<file path="src/rtl/cumsum_pkg.sv">
// cumsum_pkg
//   Shared types and defaults for the cumulative-sum sequencing controller.
//   - cumsum_state_e : controller state encoding
//   - N_W_DEF        : default sample/count width
//   - DEB_CYCLES_DEF : default debounce length (10 ms at 50 MHz)
//   - deb_cnt_w()    : width of a counter that must reach DEB_CYCLES-1
package cumsum_pkg;

    localparam int N_W_DEF        = 8;
    localparam int DEB_CYCLES_DEF = 500000;

    typedef enum logic [2:0] {
        ST_IDLE       = 3'd0,
        ST_ARM        = 3'd1,
        ST_WAIT_KEY   = 3'd2,
        ST_ACCUM      = 3'd3,
        ST_RUN_REPORT = 3'd4,
        ST_REPORT     = 3'd5,
        ST_DONE       = 3'd6
    } cumsum_state_e;

    // The filter counter only has to count up to cycles-1.
    function automatic int deb_cnt_w(input int cycles);
        if (cycles < 2) begin
            return 1;
        end
        return $clog2(cycles);
    endfunction

endpackage

</file>
<file path="src/rtl/cumsum_ctrl_key_debounce.sv">
// key_debounce
//   Synchronizes an asynchronous level, filters it so that the output level
//   only follows after DEB_CYCLES consecutive samples that disagree with it,
//   and emits a one-cycle pulse when the filtered level falls.
//   Ports:
//     clk   in  system clock
//     srst  in  synchronous active-high reset (filter returns to RESET_LEVEL)
//     din   in  asynchronous input level
//     press out one-cycle pulse, coincident with the filtered level going low
module key_debounce
    import cumsum_pkg::*;
#(
    parameter int   DEB_CYCLES  = DEB_CYCLES_DEF,
    parameter logic RESET_LEVEL = 1'b1
) (
    input  logic clk,
    input  logic srst,
    input  logic din,
    output logic press
);

    localparam int SYNC_STAGES         = 2;
    localparam int CW                  = deb_cnt_w(DEB_CYCLES);
    localparam logic [CW-1:0] CNT_MAX  = CW'(DEB_CYCLES - 1);

    logic [SYNC_STAGES-1:0] sync_reg;
    logic [CW-1:0]          cnt_reg;
    logic                   filt_reg;
    logic                   press_reg;
    logic                   synced;

    // Synchronizer chain: stage 0 samples the pin, each later stage the one before.
    generate
        for (genvar gi = 0; gi < SYNC_STAGES; gi++) begin : g_sync
            if (gi == 0) begin : g_first
                always_ff @(posedge clk) begin
                    if (srst) sync_reg[gi] <= RESET_LEVEL;
                    else      sync_reg[gi] <= din;
                end
            end else begin : g_next
                always_ff @(posedge clk) begin
                    if (srst) sync_reg[gi] <= RESET_LEVEL;
                    else      sync_reg[gi] <= sync_reg[gi-1];
                end
            end
        end
    endgenerate

    assign synced = sync_reg[SYNC_STAGES-1];

    // Any sample agreeing with the filtered level restarts the run, so a
    // glitch shorter than DEB_CYCLES never reaches the output.
    always_ff @(posedge clk) begin
        if (srst) begin
            cnt_reg   <= '0;
            filt_reg  <= RESET_LEVEL;
            press_reg <= 1'b0;
        end else begin
            press_reg <= 1'b0;
            if (synced == filt_reg) begin
                cnt_reg <= '0;
            end else if (cnt_reg == CNT_MAX) begin
                cnt_reg   <= '0;
                filt_reg  <= synced;
                press_reg <= ~synced;
            end else begin
                cnt_reg <= cnt_reg + 1'b1;
            end
        end
    end

    assign press = press_reg;

endmodule

</file>
<file path="src/rtl/cumsum_ctrl.sv">
// cumsum_ctrl
//   Sequencing controller for the cumulative-sum calculator. Debounces the
//   data-entry key, latches the sample count on start, strobes the
//   accumulator and reports the result to the LCD driver over req/ack.
//   Optional build macro: CUMSUM_RUNNING_EN adds an intermediate LCD report
//   (lcd_final_o=0) after every non-final sample.
//   Ports:
//     clk_i, rst_i           clock, synchronous active-high reset
//     start_i                async run switch (rising edge starts, low aborts)
//     key_n_i                async data-entry key, active-low
//     n_i, data_i            sample count and sample value
//     acc_clr_o, acc_en_o    accumulator clear / accumulate strobes
//     sample_o, count_o      captured sample, samples accepted so far
//     lcd_req_o, lcd_final_o LCD request (held until lcd_ack_i) and report kind
//     lcd_ack_i              LCD driver accepted the request
//     busy_o, done_o         run in progress / final result reported
module cumsum_ctrl
    import cumsum_pkg::*;
#(
    parameter int DEB_CYCLES = DEB_CYCLES_DEF,
    parameter int N_W        = N_W_DEF
) (
    input  logic           clk_i,
    input  logic           rst_i,
    input  logic           start_i,
    input  logic           key_n_i,
    input  logic [N_W-1:0] n_i,
    input  logic [N_W-1:0] data_i,
    output logic           acc_clr_o,
    output logic           acc_en_o,
    output logic [N_W-1:0] sample_o,
    output logic [N_W-1:0] count_o,
    output logic           lcd_req_o,
    output logic           lcd_final_o,
    input  logic           lcd_ack_i,
    output logic           busy_o,
    output logic           done_o
);

    cumsum_state_e  state_reg, state_next;
    logic [N_W-1:0] n_q_reg;
    logic [N_W-1:0] count_reg;
    logic [N_W-1:0] sample_reg;
    logic [2:0]     start_sync_reg;
    logic           start_level;
    logic           start_rise;
    logic           key_press;
    logic [N_W-1:0] count_inc;

    key_debounce #(
        .DEB_CYCLES  (DEB_CYCLES),
        .RESET_LEVEL (1'b1)
    ) u_key_debounce (
        .clk   (clk_i),
        .srst  (rst_i),
        .din   (key_n_i),
        .press (key_press)
    );

    // Two synchronizer flops plus one history flop for edge detection.
    assign start_level = start_sync_reg[1];
    assign start_rise  = start_sync_reg[1] & ~start_sync_reg[2];
    assign count_inc   = count_reg + 1'b1;

    always_ff @(posedge clk_i) begin
        if (rst_i) begin
            state_reg      <= ST_IDLE;
            n_q_reg        <= '0;
            count_reg      <= '0;
            sample_reg     <= '0;
            start_sync_reg <= '0;
        end else begin
            state_reg      <= state_next;
            start_sync_reg <= {start_sync_reg[1:0], start_i};
            if (state_reg == ST_ARM) begin
                n_q_reg   <= n_i;
                count_reg <= '0;
            end
            if (state_reg == ST_ACCUM) begin
                count_reg <= count_inc;
            end
            if (state_reg == ST_WAIT_KEY && start_level && key_press) begin
                sample_reg <= data_i;
            end
        end
    end

    always_comb begin
        state_next = state_reg;
        case (state_reg)
            ST_IDLE: begin
                if (start_rise) state_next = ST_ARM;
            end
            ST_ARM: begin
                // n_q is being loaded on this same edge, so decide from n_i.
                if (n_i == '0) state_next = ST_REPORT;
                else           state_next = ST_WAIT_KEY;
            end
            ST_WAIT_KEY: begin
                if (!start_level)   state_next = ST_IDLE;
                else if (key_press) state_next = ST_ACCUM;
            end
            ST_ACCUM: begin
                if (count_inc == n_q_reg) state_next = ST_REPORT;
`ifdef CUMSUM_RUNNING_EN
                else                      state_next = ST_RUN_REPORT;
`else
                else                      state_next = ST_WAIT_KEY;
`endif
            end
`ifdef CUMSUM_RUNNING_EN
            ST_RUN_REPORT: begin
                if (!start_level)   state_next = ST_IDLE;
                else if (lcd_ack_i) state_next = ST_WAIT_KEY;
            end
`endif
            ST_REPORT: begin
                if (lcd_ack_i) state_next = ST_DONE;
            end
            ST_DONE: begin
                if (!start_level) state_next = ST_IDLE;
            end
            default: state_next = ST_IDLE;
        endcase
    end

    assign acc_clr_o = (state_reg == ST_ARM);
    assign acc_en_o  = (state_reg == ST_ACCUM);
    assign sample_o  = sample_reg;
    assign count_o   = count_reg;
    assign busy_o    = (state_reg != ST_IDLE) && (state_reg != ST_DONE);
    assign done_o    = (state_reg == ST_DONE);
`ifdef CUMSUM_RUNNING_EN
    assign lcd_req_o   = (state_reg == ST_REPORT) || (state_reg == ST_RUN_REPORT);
    assign lcd_final_o = (state_reg == ST_REPORT);
`else
    assign lcd_req_o   = (state_reg == ST_REPORT);
    assign lcd_final_o = 1'b1;
`endif

endmodule

</file>
<file path="config.mk">
export PLATFORM = sky130hd
export DESIGN_NAME = cumsum_ctrl
export DESIGN_NICKNAME = d
export VERILOG_FILES = /design/src/rtl/cumsum_pkg.sv /design/src/rtl/cumsum_ctrl_key_debounce.sv /design/src/rtl/cumsum_ctrl.sv
export SDC_FILE = /design/constraint.sdc
export NUM_CORES = 1
export LEC_CHECK = 0
export CAP_MARGIN = 20
export CORE_UTILIZATION = 40
export DETAILED_ROUTE_END_ITERATION = 8
export HOLD_SLACK_MARGIN = 0.12
export PLACE_DENSITY = 0.67
export SLEW_MARGIN = 20
export SYNTH_ARGS = -nofsm -noshare
export SYNTH_HDL_FRONTEND = slang
export SYNTH_SLANG_ARGS = --single-unit
export TNS_END_PERCENT = 1
</file>
<file path="constraint.sdc">
create_clock -name clk_i -period 6.1 [get_ports clk_i]
set_input_delay 1.525 -clock clk_i [delete_from_list [all_inputs] [get_ports clk_i]]
set_output_delay 1.525 -clock clk_i [all_outputs]
set_load 0.05 [all_outputs]
</file>
======== Word-level counts from Yosys, hierarchy flattened ========
Index checks and enable logic that the tools add are counted.
W data, S select, Z words.
storage, ports and cells
  bits in registers ....................... 53
  output and inout port bits .............. 22
  bits of input ports ..................... 21
  bits in read-only memories .............. 0
  memory bits (writable) .................. 0
  word-level logic and storage cells ...... 51
  memories kept ........................... 0
  bits in latches ......................... 0
operators by class
  $lt $le $gt $ge ......................... 0
  add/subtract/negate cells ............... 2
  $mul .................................... 0
  bitwise gates (word level) .............. 5
  eq/ne operators ......................... 13
  muxes and demuxes ....................... 10
  reduce and logical (&&, ||, !) cells .... 11
  shift operators ......................... 0
  div/mod/pow operators ................... 0
operators with widths
  cell                     count
  $mux W3                  7
  $add A19 B1 Y19 const B  1
  $eq A19 B19 Y1 const B   1
  $pmux W3 S6              1
  $mux W8                  2
  $add A8 B1 Y8 const B    1
  $eq A8 B8 Y1             1
  $logic_not A8 Y1         1
  $eq A3 B2 Y1 const B     2
  $eq A3 B3 Y1 const B     2
  $reduce_or A3 Y1         2
  $ne A2 B2 Y1 const B     2
  $not A1 Y1               4
  $reduce_and A4 Y1        1
  $eq A3 B1 Y1 const B     1
  $logic_and A1 B1 Y1      3
  $logic_not A3 Y1         1
  $ne A3 B2 Y1 const B     1
  $ne A3 B3 Y1 const B     1
  $reduce_bool A3 Y1       1
  $ne A2 B1 Y1 const B     1
  $reduce_and A2 Y1        1
  $reduce_bool A2 Y1       1
  $and A1 B1 Y1            1
  $eq A1 B1 Y1             1

======== Logic depth before layout (Yosys ltp) ========
Gate-level depths: netlist of the first run.
  depth after elaboration ................. 4
  mapped depth ............................ 8
  gate-level depth less buffers ........... 7

======== Modules after synthesis ========
A second synthesis of the first run with hierarchy kept.
second synthesis, totals
  cell total of the unflattened synthesis .. 307
  area total of the unflattened synthesis .. 2,688.8 µm²
by module, submodules not included
  module        sequential area each (µm²)  area each (µm²)  times used  cells each
  cumsum_ctrl   600.6                       1,671.6          1           196
  key_debounce  460.4                       1,017.2          1           111

======== Least setup slack after synthesis of the first run ========
OpenSTA, ideal clock, no wires.
  path type ............................... register to output
  start point ............................. register state_reg[0]
  end point ............................... output acc_clr_o
  stages on the path, launching flop included .. 5
  buffers on the path ..................... 2
  data required time ...................... 4.575 ns
  arrival time ............................ 1.739 ns
  slack ................................... 2.836 ns
  cell sequence ........................... dfxtp_1 clkbuf_1 nand2_1 clkbuf_1 nor2_1
on the way
  word-level cells in the longest chain between the ends .. 1
RTL lines
  item                    line                source
  from (decl)             cumsum_ctrl.sv:40   cumsum_state_e state_reg, state_next;
  from (signal assigned)  cumsum_ctrl.sv:73   state_reg <= state_next;
  $eq A3 B1 Y1            cumsum_ctrl.sv:127  assign acc_clr_o = (state_reg == ST_ARM);
  to (decl)               cumsum_ctrl.sv:29   output logic acc_clr_o,
Every way passes these cells.

======== Worst setup path in the final report of the first run ========
  start point ............................. register state_reg[1]
  end point ............................... output acc_clr_o
The elaborated chain is that of the path after synthesis.

==> reports/qor.log, run 1 <==
INFO  power_and_ir_drop power.share.clock=36.9%
INFO  floorplanning  dieHeight=82.33um
INFO  power_and_ir_drop ir_drop=0.1075mV
INFO  timing         fin_setup_tns=0ns
INFO  flow_run       timing.max_cap.violations=0
INFO  power_and_ir_drop power.share.sequential=55.7%
INFO  cts            cts_buffer_depth=2
INFO  drt            ant_nets=0
INFO  power_and_ir_drop power_frac_comb=7.4%
INFO  cts            clock_root_buffer=sky130_fd_sc_hd__clkbuf_8
INFO  final_layout   antenna_cells=0
INFO  setup_path     crit_slowest_cell=sky130_fd_sc_hd__clkdlybuf4s50_1
INFO  min_path       hp-class=reg2reg
INFO  min_path       holdCritStartpoint=u_key_debounce.sync_reg[0]
INFO  cts            cts.hold.buffers_added=0
INFO  timing         skew=0.004286ns
INFO  yosys          synth_enable_flop_cells=0
INFO  drt            remaining_drc_errors=0
INFO  setup_path     timing.critical_path.buf_inv=2
INFO  timing         hold_slack=0.4195ns
INFO  placed_design  gpl.final_weighted_congestion=0.8997
INFO  setup_path     worst_path_largest_cell_delay=0.91ns
INFO  cts            clkTransAtPathRegs=0.09ns
INFO  yosys          synth_async_sr_flop_share=0%
INFO  setup_path     critical_path.cell_chain=inv_1 > nand2_1 > nor2_1 > clkdlybuf4s50_1
INFO  yosys          synth_ff_type=sky130_fd_sc_hd__dfxtp_1
INFO  placed_design  port-buffer-count=41
INFO  power_and_ir_drop cell_internal_pwr=493.7uW
INFO  power_and_ir_drop pwr_density_cell=205.5nW/um^2
INFO  timing         max-slew-margin-rel=56.59%
INFO  final_layout   largest_register_ff_count=19
INFO  yosys          yosys.area.top_type=sky130_fd_sc_hd__dfxtp_1
INFO  power_and_ir_drop switching_power=142.3uW
INFO  drt            vias=2180
INFO  yosys          synthDistinctLibCells=53
INFO  drt            detail_route.first_pass.iterations=4
INFO  drt            detail_route.wl_per_cell=13.19um
INFO  final_layout   drive_above_1_share=6.587%
INFO  drt            detail_route.wirelength.met1=2539um
INFO  grt            largest_net_degree_at_the_start_of_global_routing=37
INFO  cts            cts_tree=done
INFO  cts            clk-insertion-delay-late=0.30ns
INFO  setup_path     timing.critical_path.from_type=flip-flop
INFO  setup_path     reg2reg_from=count_o[0]
INFO  grt            grt_first_pass_wirelength=9032um
INFO  timing         report.final.hold_viol_count=0
INFO  yosys          netlist_instances=302
INFO  setup_path     crit_arrival=2.63ns
INFO  setup_path     crit_required=4.58ns
INFO  cts            ctsHtreeMaxLevel=2
INFO  final_layout   final_cell_mix=53 x sky130_fd_sc_hd__dfxtp_1, 49 x sky130_fd_sc_hd__nor2_1, 41 x sky130_fd_sc_hd__clkdlybuf4s50_1
INFO  final_layout   leading_cell_type_in_the_layout_fill_and_taps_excluded=sky130_fd_sc_hd__dfxtp_1
INFO  timing         finalCritPeriodShare=68.18%
INFO  setup_path     rrSetupSlack=3.71ns
INFO  setup_path     ff2ff_path_depth=7
INFO  setup_path     timing.critical_path.to_type=output pin
INFO  min_path       holdPathStages=1
INFO  timing         tightestPinTransition=0.6452ns
INFO  drt            drt-initial-drc-count=177
INFO  drt            top_signal_layer_used=met4
INFO  power_and_ir_drop switching_share=22.37%
INFO  yosys          synth.area.top_cells=sky130_fd_sc_hd__dfxtp_1 41%, sky130_fd_sc_hd__nor2_1 7.1%, sky130_fd_sc_hd__xor2_1 5.1%
INFO  final_layout   finish.utilization=51.07%
INFO  final_layout   synthToLayoutAreaGrowth=19.92%
INFO  drt            viasPerCell=5.330
INFO  power_and_ir_drop power_leakage=0.001121uW
INFO  grt            first_global_vias=1983
INFO  timing         period_needed=4.159ns
INFO  timing         finalSetupViolCount=0
INFO  yosys          yosys_top_cell_area_share=41.11%
INFO  yosys          ys_seq_elements=53
INFO  cts            tritoncts.num_buffers=5
INFO  setup_path     kind_of_cell_adding_the_most_delay_to_the_critical_path=buffers and inverters
INFO  cts            clock_sinks=53
INFO  timing         slew_viol_final=0
INFO  yosys          ys_seq_area_share=41.11%
INFO  final_layout   fillCellCount=581
INFO  drt            drt-total-wl=5393um
INFO  yosys          synth-warning-count=0
INFO  final_layout   layout.nets=357
INFO  floorplanning  area_of_the_die=6778um^2
INFO  run_status     outcome=completed
INFO  setup_path     crit_path_max_fanout=14
INFO  floorplanning  core_area=6061um^2
INFO  min_path       min_delay_worst_endpoint=u_key_debounce.synced
INFO  grt            grt.total_usage=17.58%
INFO  floorplanning  design.portCount=43
INFO  timing         fmax=0.2405GHz
INFO  setup_path     worstReg2RegEnd=state_reg[2]
INFO  placed_design  hpwl_after_detailed_placement=3882um
INFO  grt            number_of_antenna_violations_at_the_first_check_in_global_routing=0
INFO  yosys          synth_area_per_cell=8.547um^2
INFO  grt            globalRouteOverflowTotal=0
INFO  yosys          syn_area=2581um^2
INFO  floorplanning  initial_utilization=42.59%
INFO  yosys          syn_nets=325
INFO  setup_path     criticalPathCategory=reg2out
INFO  floorplanning  die_w=82.33um
INFO  drt            routed-wl-met3=285um
INFO  cts            cts.repair_timing.setup_buffer_count=0
INFO  timing         grt_setup_unrepaired=no
INFO  drt            met2WireLength=2496um
INFO  cts            cts.repair.resized=0
INFO  floorplanning  cell_row_count=28
==> per-stage QoR <==
step | instance area [um^2] | total power (uW) | setup slack (ns) | cells
after floorplan | 2581 | 389.6 | 2.836 | 302
after CTS | 3095 | 644.0 | 1.959 | 409
after global routing | 3095 | 668.8 | 1.757 | 409
final | 3095 | 636.0 | 1.941 | 409
after global placement | 2988 | 408.6 | 2.358 | 402
after detailed placement | 2988 | 409.0 | 2.313 | 402
==> power by group through the flow <==
| stage | sequential (uW) | clock [uW] | combinational (uW) |
|---|---|---|---|
| 2_1_floorplan | 360 | 0 | 29.2 |
| 3_3_place_gp | 362 | 0 | 46.4 |
| 3_5_place_dp | 362 | 0 | 46.7 |
| 4_1_cts | 354 | 243 | 47.1 |
| 5_1_grt | 355 | 263 | 51.2 |
| 6_report | 354 | 235 | 46.9 |
==> cell families (layout without fill, tap and decap cells) <==
family,after synthesis,after routing,synth area share [%]
multiplexers,9,9,3.490
AO/OA/AOI/OAI,56,56,15.32
adder cells (fa/ha/maj),2,2,0.9693
buffers and inverters,22,54,4.798
flip-flops,53,53,41.11
AND/OR/NAND/NOR,132,132,25.01
other,1,1,0.1453
XOR/XNOR,27,27,9.162
==> area by class of cell <==
| class | count | area, um^2 | share of cell area [%] |
|---|---|---|---|
| Clock inverter | 2 | 38.79 | 1.253 |
| Sequential cell | 53 | 1061 | 34.28 |
| Inverter | 5 | 18.77 | 0.6063 |
| Timing Repair Buffer | 42 | 417.9 | 13.50 |
| Tap cell | 75 | 93.84 | 3.032 |
| Multi-Input combinational cell | 227 | 1396 | 45.11 |
| Clock buffer | 5 | 68.82 | 2.223 |
==> cells in the mapped netlist, types with 4 or more instances <==
| master | count |
|---|---|
| sky130_fd_sc_hd__o21ai_0 | 13 |
| sky130_fd_sc_hd__nor2b_1 | 10 |
| sky130_fd_sc_hd__buf_6 | 4 |
| sky130_fd_sc_hd__nor4_1 | 4 |
| sky130_fd_sc_hd__nand3_1 | 11 |
| sky130_fd_sc_hd__and3_1 | 5 |
| sky130_fd_sc_hd__clkbuf_1 | 10 |
| sky130_fd_sc_hd__nor2_1 | 49 |
| sky130_fd_sc_hd__inv_1 | 4 |
| sky130_fd_sc_hd__xor2_1 | 15 |
| sky130_fd_sc_hd__nand2_1 | 26 |
| sky130_fd_sc_hd__dfxtp_1 | 53 |
| sky130_fd_sc_hd__mux2i_1 | 9 |
| sky130_fd_sc_hd__nand4_1 | 6 |
| sky130_fd_sc_hd__a21oi_1 | 17 |
| sky130_fd_sc_hd__xnor2_1 | 12 |
| sky130_fd_sc_hd__nor3_1 | 4 |
==> worst max path at each step <==
stage	start	endpoint	slack (ns)	cells after the start
2_1_floorplan	state_reg[0]	acc_clr_o	2.84	4
3_3_place_gp	state_reg[1]	acc_clr_o	2.36	4
3_5_place_dp	state_reg[1]	acc_clr_o	2.31	4
4_1_cts	state_reg[1]	acc_clr_o	1.96	4
5_1_grt	state_reg[1]	acc_clr_o	1.76	4
6_report	state_reg[1]	acc_clr_o	1.94	4
==> per-layer routing <==
layer,vias to the layer above,GRT usage [%]
met1,1007,22.70
met3,8,2.967
met2,57,29.09
met5,-,0
met4,0,6.842
li1,1108,-
Note: power is estimated with default switching activity, not from simulation.
==> run 2, diff against run 1 <==
--- a/config.mk
+++ b/config.mk
@@ -9,7 +9,7 @@
 export CORE_UTILIZATION = 40
 export DETAILED_ROUTE_END_ITERATION = 8
 export HOLD_SLACK_MARGIN = 0.12
-export PLACE_DENSITY = 0.67
+export PLACE_DENSITY = 0.69
 export SLEW_MARGIN = 20
 export SYNTH_ARGS = -nofsm -noshare
 export SYNTH_HDL_FRONTEND = slang
==> constraint.sdc (replaced) <==
create_clock -name clk_i -period 3.5 [get_ports clk_i]
set_input_delay 0.875 -clock clk_i [delete_from_list [all_inputs] [get_ports clk_i]]
set_output_delay 0.875 -clock clk_i [all_outputs]
set_load 0.05 [all_outputs]
==> run 2 against run 1 <==
Clock skew barely moved. Total power rose by 64%. Combinational power rose by 77%. Sequential cell count did not move. Critical endpoint is now done_o. Non-clock buffer count rose by 2. Wire length fell by 2.8%. Worst setup slack got worse by 1.7 ns. Register-to-register slack got worse by 2.6 ns. Worst hold slack got worse by 0.0012 ns.
==> reports/qor.log, run 2 (same netlist as run 1, synthesis figures left out) <==
INFO  run_status     outcome=completed
INFO  floorplanning  cell_row_count=28
INFO  floorplanning  area_of_the_die=6778um^2
INFO  drt            drt-initial-drc-count=136
INFO  final_layout   antenna_cells=0
INFO  drt            remaining_drc_errors=0
INFO  cts            cts.repair.resized=0
INFO  cts            clock_root_buffer=sky130_fd_sc_hd__clkbuf_8
INFO  grt            number_of_antenna_violations_at_the_first_check_in_global_routing=0
INFO  final_layout   largest_register_ff_count=19
INFO  timing         fmax=0.3074GHz
INFO  timing         max-slew-margin-rel=51.48%
INFO  floorplanning  design.portCount=43
INFO  setup_path     cp-startpoint=state_reg[2]
INFO  setup_path     crit_required=2.62ns
INFO  cts            cts_tree=done
INFO  final_layout   leading_cell_type_in_the_layout_fill_and_taps_excluded=sky130_fd_sc_hd__dfxtp_1
INFO  final_layout   drive_above_1_share=6.845%
INFO  cts            clock_sinks=53
INFO  placed_design  port-buffer-count=41
INFO  grt            grt_first_pass_wirelength=8556um
INFO  drt            ant_nets=0
INFO  setup_path     crit_slowest_cell=sky130_fd_sc_hd__clkdlybuf4s50_1
INFO  drt            detail_route.first_pass.iterations=4
INFO  setup_path     reg2reg_from=count_o[0]
INFO  setup_path     timing.critical_path.from_type=flip-flop
INFO  timing         skew=0.004067ns
INFO  min_path       holdPathStages=1
INFO  power_and_ir_drop fin_total_pwr=1044uW
INFO  final_layout   layout.nets=359
INFO  drt            viasPerCell=5.234
INFO  min_path       hp-class=reg2reg
INFO  timing         period_needed=3.253ns
INFO  cts            cts.hold.buffers_added=0
INFO  setup_path     ff2ff_path_depth=7
INFO  placed_design  gpl.final_weighted_congestion=0.8522
INFO  floorplanning  initial_utilization=42.59%
INFO  setup_path     timing.critical_path.to_type=output pin
INFO  flow_run       timing.max_cap.violations=0
INFO  drt            vias=2151
INFO  cts            cts.repair_timing.setup_buffer_count=0
INFO  setup_path     critical_path.cell_chain=clkinv_1 > nor3_1 > clkdlybuf4s50_1
INFO  power_and_ir_drop pwr_density_cell=337.9nW/um^2
INFO  timing         finalSetupViolCount=0
INFO  power_and_ir_drop power_leakage=0.001121uW
INFO  grt            largest_net_degree_at_the_start_of_global_routing=36
INFO  timing         tightestPinTransition=0.7256ns
INFO  cts            tritoncts.num_buffers=5
INFO  cts            clk-insertion-delay-late=0.30ns
INFO  setup_path     crit_path_max_fanout=16
INFO  setup_path     crit_arrival=2.38ns
INFO  setup_path     rrSetupSlack=1.13ns
INFO  timing         report.final.hold_viol_count=0
INFO  timing         slew_viol_final=0
INFO  min_path       holdCritStartpoint=u_key_debounce.sync_reg[0]
INFO  cts            clkTransAtPathRegs=0.09ns
INFO  drt            drt-total-wl=5241um
INFO  final_layout   synthToLayoutAreaGrowth=19.68%
INFO  setup_path     worstReg2RegEnd=state_reg[2]
INFO  setup_path     worst_path_largest_cell_delay=0.85ns
INFO  timing         finalCritPeriodShare=92.95%
INFO  floorplanning  dieHeight=82.33um
INFO  setup_path     criticalPathCategory=reg2out
INFO  final_layout   finish.utilization=50.97%
INFO  cts            cts_buffer_depth=2
INFO  final_layout   final_cell_mix=53 x sky130_fd_sc_hd__dfxtp_1, 49 x sky130_fd_sc_hd__nor2_1, 41 x sky130_fd_sc_hd__clkdlybuf4s50_1
INFO  placed_design  hpwl_after_detailed_placement=3787um
INFO  min_path       min_delay_worst_endpoint=u_key_debounce.synced
INFO  grt            globalRouteOverflowTotal=0
INFO  floorplanning  core_area=6061um^2
INFO  timing         fin_setup_tns=0ns
INFO  cts            ctsHtreeMaxLevel=2
INFO  power_and_ir_drop ir_drop=0.1591mV
INFO  timing         grt_setup_unrepaired=no
INFO  grt            first_global_vias=1887
INFO  grt            grt.total_usage=16.68%
INFO  drt            detail_route.wl_per_cell=12.75um
INFO  floorplanning  die_w=82.33um
[run 2: cell types whose count changed in the layout (fill, tap and decap cells not counted)]
cell and delta:
sky130_fd_sc_hd__buf_4 +2, sky130_fd_sc_hd__bufinv_16 -1, sky130_fd_sc_hd__clkbuf_1 +1, sky130_fd_sc_hd__clkbuf_8 +1, sky130_fd_sc_hd__inv_6 -1
[run 2: metrics by stage]
stage                     instances  instance area, um^2  worst slack [ns]  hold WS, ns
after floorplan                 302                 2581            0.8861       0.3895
after global placement          404                 3003            0.6718       0.3949
after detailed placement        404                 3003            0.6377       0.3963
after CTS                       411                 3089            0.3029       0.4198
after global routing            411                 3089            0.1068       0.4597
final                           411                 3089            0.2468       0.4183
[run 2: worst max-delay path by stage]
stage | depth (start not counted) | end | slack, ns
6_report | 3 | done_o | 0.25
5_1_grt | 3 | done_o | 0.11
4_1_cts | 3 | done_o | 0.30
3_5_place_dp | 3 | done_o | 0.64
3_3_place_gp | 3 | done_o | 0.67
2_1_floorplan | 4 | acc_clr_o | 0.89
[run 2: routing by layer]
metal,share of wire (%),vias up,GRT usage (%),wire length (um)
met1,48,991,21.26,2496
met3,3.9,8,3.626,205
met2,47,48,28.02,2459
li1,-,1104,-,-
met4,1.5,0,5.088,80
met5,0,-,0,0
[run 2: layout make-up]
cell class	count	area, um^2
inverter	5	18.77
timing repair buffer	44	432.9
sequential	53	1061
fill	563	2972
multi-input combinational	227	1396
tap	75	93.84
clock buffer	7	86.33
[run 2: power breakdown]
group | switching (uW) | total (uW) | internal [uW]
registers | 6.67 | 617 | 610
clock network | 187 | 344 | 157
logic | 43.4 | 83.0 | 39.7
[run 2: worst max-delay path: cells and delay by family (launching register included)]
family / cells / cell delay [ns]
buffers and inverters: 2 / 1.19
DFF: 1 / 0.62
and+or+nand+nor: 1 / 0.27
==> run 3, diff against run 2 <==
--- a/config.mk
+++ b/config.mk
@@ -10,6 +10,7 @@
 export DETAILED_ROUTE_END_ITERATION = 8
 export HOLD_SLACK_MARGIN = 0.12
 export PLACE_DENSITY = 0.69
+export REMOVE_ABC_BUFFERS = 1
 export SLEW_MARGIN = 20
 export SYNTH_ARGS = -nofsm -noshare
 export SYNTH_HDL_FRONTEND = slang
==> run 3 against run 2 <==
Core utilization is 0.19 points higher. First-iteration DRC count is 5.1% lower. Sequential cell count stayed put. Highest routed layer unchanged.
==> reports/qor.log, run 3 (same netlist as run 1, synthesis figures left out) <==
INFO  run_status     outcome=completed
INFO  power_and_ir_drop ir_drop=0.1925mV
INFO  timing         fin_setup_tns=0ns
INFO  cts            cts.hold.buffers_added=0
INFO  timing         tightestPinTransition=0.6117ns
INFO  grt            grt.met2_usage=26.36%
INFO  setup_path     critical_path.cell_chain=nand2_1 > nor2_1 > buf_4 > clkdlybuf4s50_1
INFO  floorplanning  core_area=6061um^2
INFO  final_layout   finish.instance_area=3100um^2
INFO  grt            grt_first_pass_wirelength=8852um
INFO  final_layout   largest_register_ff_count=19
INFO  grt            top_usage_layer=met2
INFO  drt            ant_nets=0
INFO  setup_path     kind_of_cell_adding_the_most_delay_to_the_critical_path=buffers and inverters
INFO  timing         layout_setup_ws=0.4020ns
INFO  setup_path     rrSetupSlack=1.02ns
INFO  cts            clk-insertion-delay-late=0.29ns
INFO  grt            grtUsageMet1=23.32%
INFO  drt            drt-initial-drc-count=129
INFO  cts            cts.repair.resized=0
INFO  setup_path     crit_arrival=2.22ns
INFO  setup_path     timing.critical_path.from_type=flip-flop
INFO  drt            detail_route.wl_per_cell=12.75um
INFO  timing         finalCritPeriodShare=88.51%
INFO  timing         skew=0.003450ns
INFO  final_layout   antenna_cells=0
INFO  drt            viasPerCell=5.167
INFO  floorplanning  design.portCount=43
INFO  placed_design  gpl.final_weighted_congestion=0.7649
INFO  cts            ctsHtreeMaxLevel=2
INFO  timing         report.final.hold_viol_count=0
INFO  placed_design  hpwl_after_detailed_placement=3715um
INFO  drt            remaining_drc_errors=0
INFO  power_and_ir_drop power_leakage=0.001126uW
INFO  timing         period_needed=3.098ns
INFO  final_layout   post_layout_nonfiller_instances=412
INFO  grt            number_of_antenna_violations_at_the_first_check_in_global_routing=0
INFO  floorplanning  dieHeight=82.33um
INFO  cts            clkTransAtPathRegs=0.09ns
INFO  timing         slew_viol_final=0
INFO  cts            cts_buffer_depth=2
INFO  drt            detail_route.first_pass.iterations=4
INFO  placed_design  placed_cells_incl_taps=405
INFO  grt            largest_net_degree_at_the_start_of_global_routing=37
INFO  timing         fmax=0.3228GHz
INFO  setup_path     worst_path_largest_cell_delay=0.81ns
INFO  final_layout   layout.nets=360
INFO  setup_path     crit_slowest_cell=sky130_fd_sc_hd__clkdlybuf4s50_1
INFO  floorplanning  area_of_the_die=6778um^2
INFO  setup_path     criticalPathCategory=reg2out
INFO  setup_path     crit_path_max_fanout=14
INFO  final_layout   final_cell_mix=53 x sky130_fd_sc_hd__dfxtp_1, 49 x sky130_fd_sc_hd__nor2_1, 41 x sky130_fd_sc_hd__clkdlybuf4s50_1
INFO  min_path       hp-class=reg2reg
INFO  setup_path     crit_required=2.62ns
INFO  floorplanning  die_w=82.33um
INFO  cts            cts_tree=done
INFO  timing         grt_setup_unrepaired=no
INFO  final_layout   synthToLayoutAreaGrowth=20.12%
INFO  placed_design  port-buffer-count=41
INFO  timing         max-slew-margin-rel=59.10%
INFO  timing         finalSetupViolCount=0
INFO  final_layout   leading_cell_type_in_the_layout_fill_and_taps_excluded=sky130_fd_sc_hd__dfxtp_1
INFO  floorplanning  initial_utilization=42.59%
INFO  cts            tritoncts.num_buffers=5
INFO  flow_run       timing.max_cap.violations=0
INFO  floorplanning  cell_row_count=28
INFO  placed_design  postPlaceCellArea=3010um^2
INFO  cts            cts.repair_timing.setup_buffer_count=0
INFO  setup_path     timing.critical_path.to_type=output pin
INFO  drt            drt-total-wl=5254um
INFO  power_and_ir_drop fin_total_pwr=1039uW
INFO  cts            clock_sinks=53
INFO  grt            grt.met3_usage=4.176%
INFO  final_layout   drive_above_1_share=7.418%
INFO  grt            globalRouteOverflowTotal=0
INFO  grt            first_global_vias=1906
INFO  power_and_ir_drop pwr_density_cell=335.1nW/um^2
INFO  setup_path     timing.critical_path.buf_inv=2
INFO  cts            clock_root_buffer=sky130_fd_sc_hd__clkbuf_8
INFO  placed_design  place_ws=0.7220ns
INFO  drt            vias=2129
INFO  grt            grt.total_usage=16.96%
[run 3: final cells by class]
cell class,instances,area [um^2]
Clock buffer,6,82.58
Clock inverter,1,7.507
Sequential cell,53,1061
Fill cell,567,2960
Timing Repair Buffer,45,440.4
Inverter,5,18.77
Tap cell,75,93.84
Multi-Input combinational cell,227,1396
[run 3: worst register-to-register path: cells and delay by family, from the launching register on]
family / cells / cell delay (ns)
flops: 1 / 0.53
fa+ha+maj: 1 / 0.46
simple gates: 3 / 0.76
compound gates: 3 / 0.66
[run 3: routing by layer]
layer	routed length, um	vias up	share of wire (%)
li1	-	1107	-
met2	2312	56	44
met5	0	-	0
met3	322	4	6.1
met4	31	0	0.59
met1	2589	962	49
[run 3: worst paths after layout]
path | startpoint | end | depth (start not counted)
min reg2reg | u_key_debounce.sync_reg[0] | u_key_debounce.synced | 1
max | state_reg[0] | acc_clr_o | 4
max reg2reg | count_o[0] | state_reg[2] | 7
min | u_key_debounce.sync_reg[0] | u_key_debounce.synced | 1
[run 3: through the flow]
step	util, %	hold slack [ns]
after detailed placement	49.67	0.3979
after global routing	51.16	0.4439
final	51.16	0.4192
after floorplan	-	0.3895
after CTS	51.16	0.4214
after global placement	49.67	0.3918
[run 3: power by group]
group	switching (uW)	total [uW]	internal, uW	leakage (uW)
Combinational	42.1	81.7	39.6	0.000654
Sequential	6.94	617	610	0.000428
Clock	184	340	157	0.0000433
Total	233	1040	806	0.00113
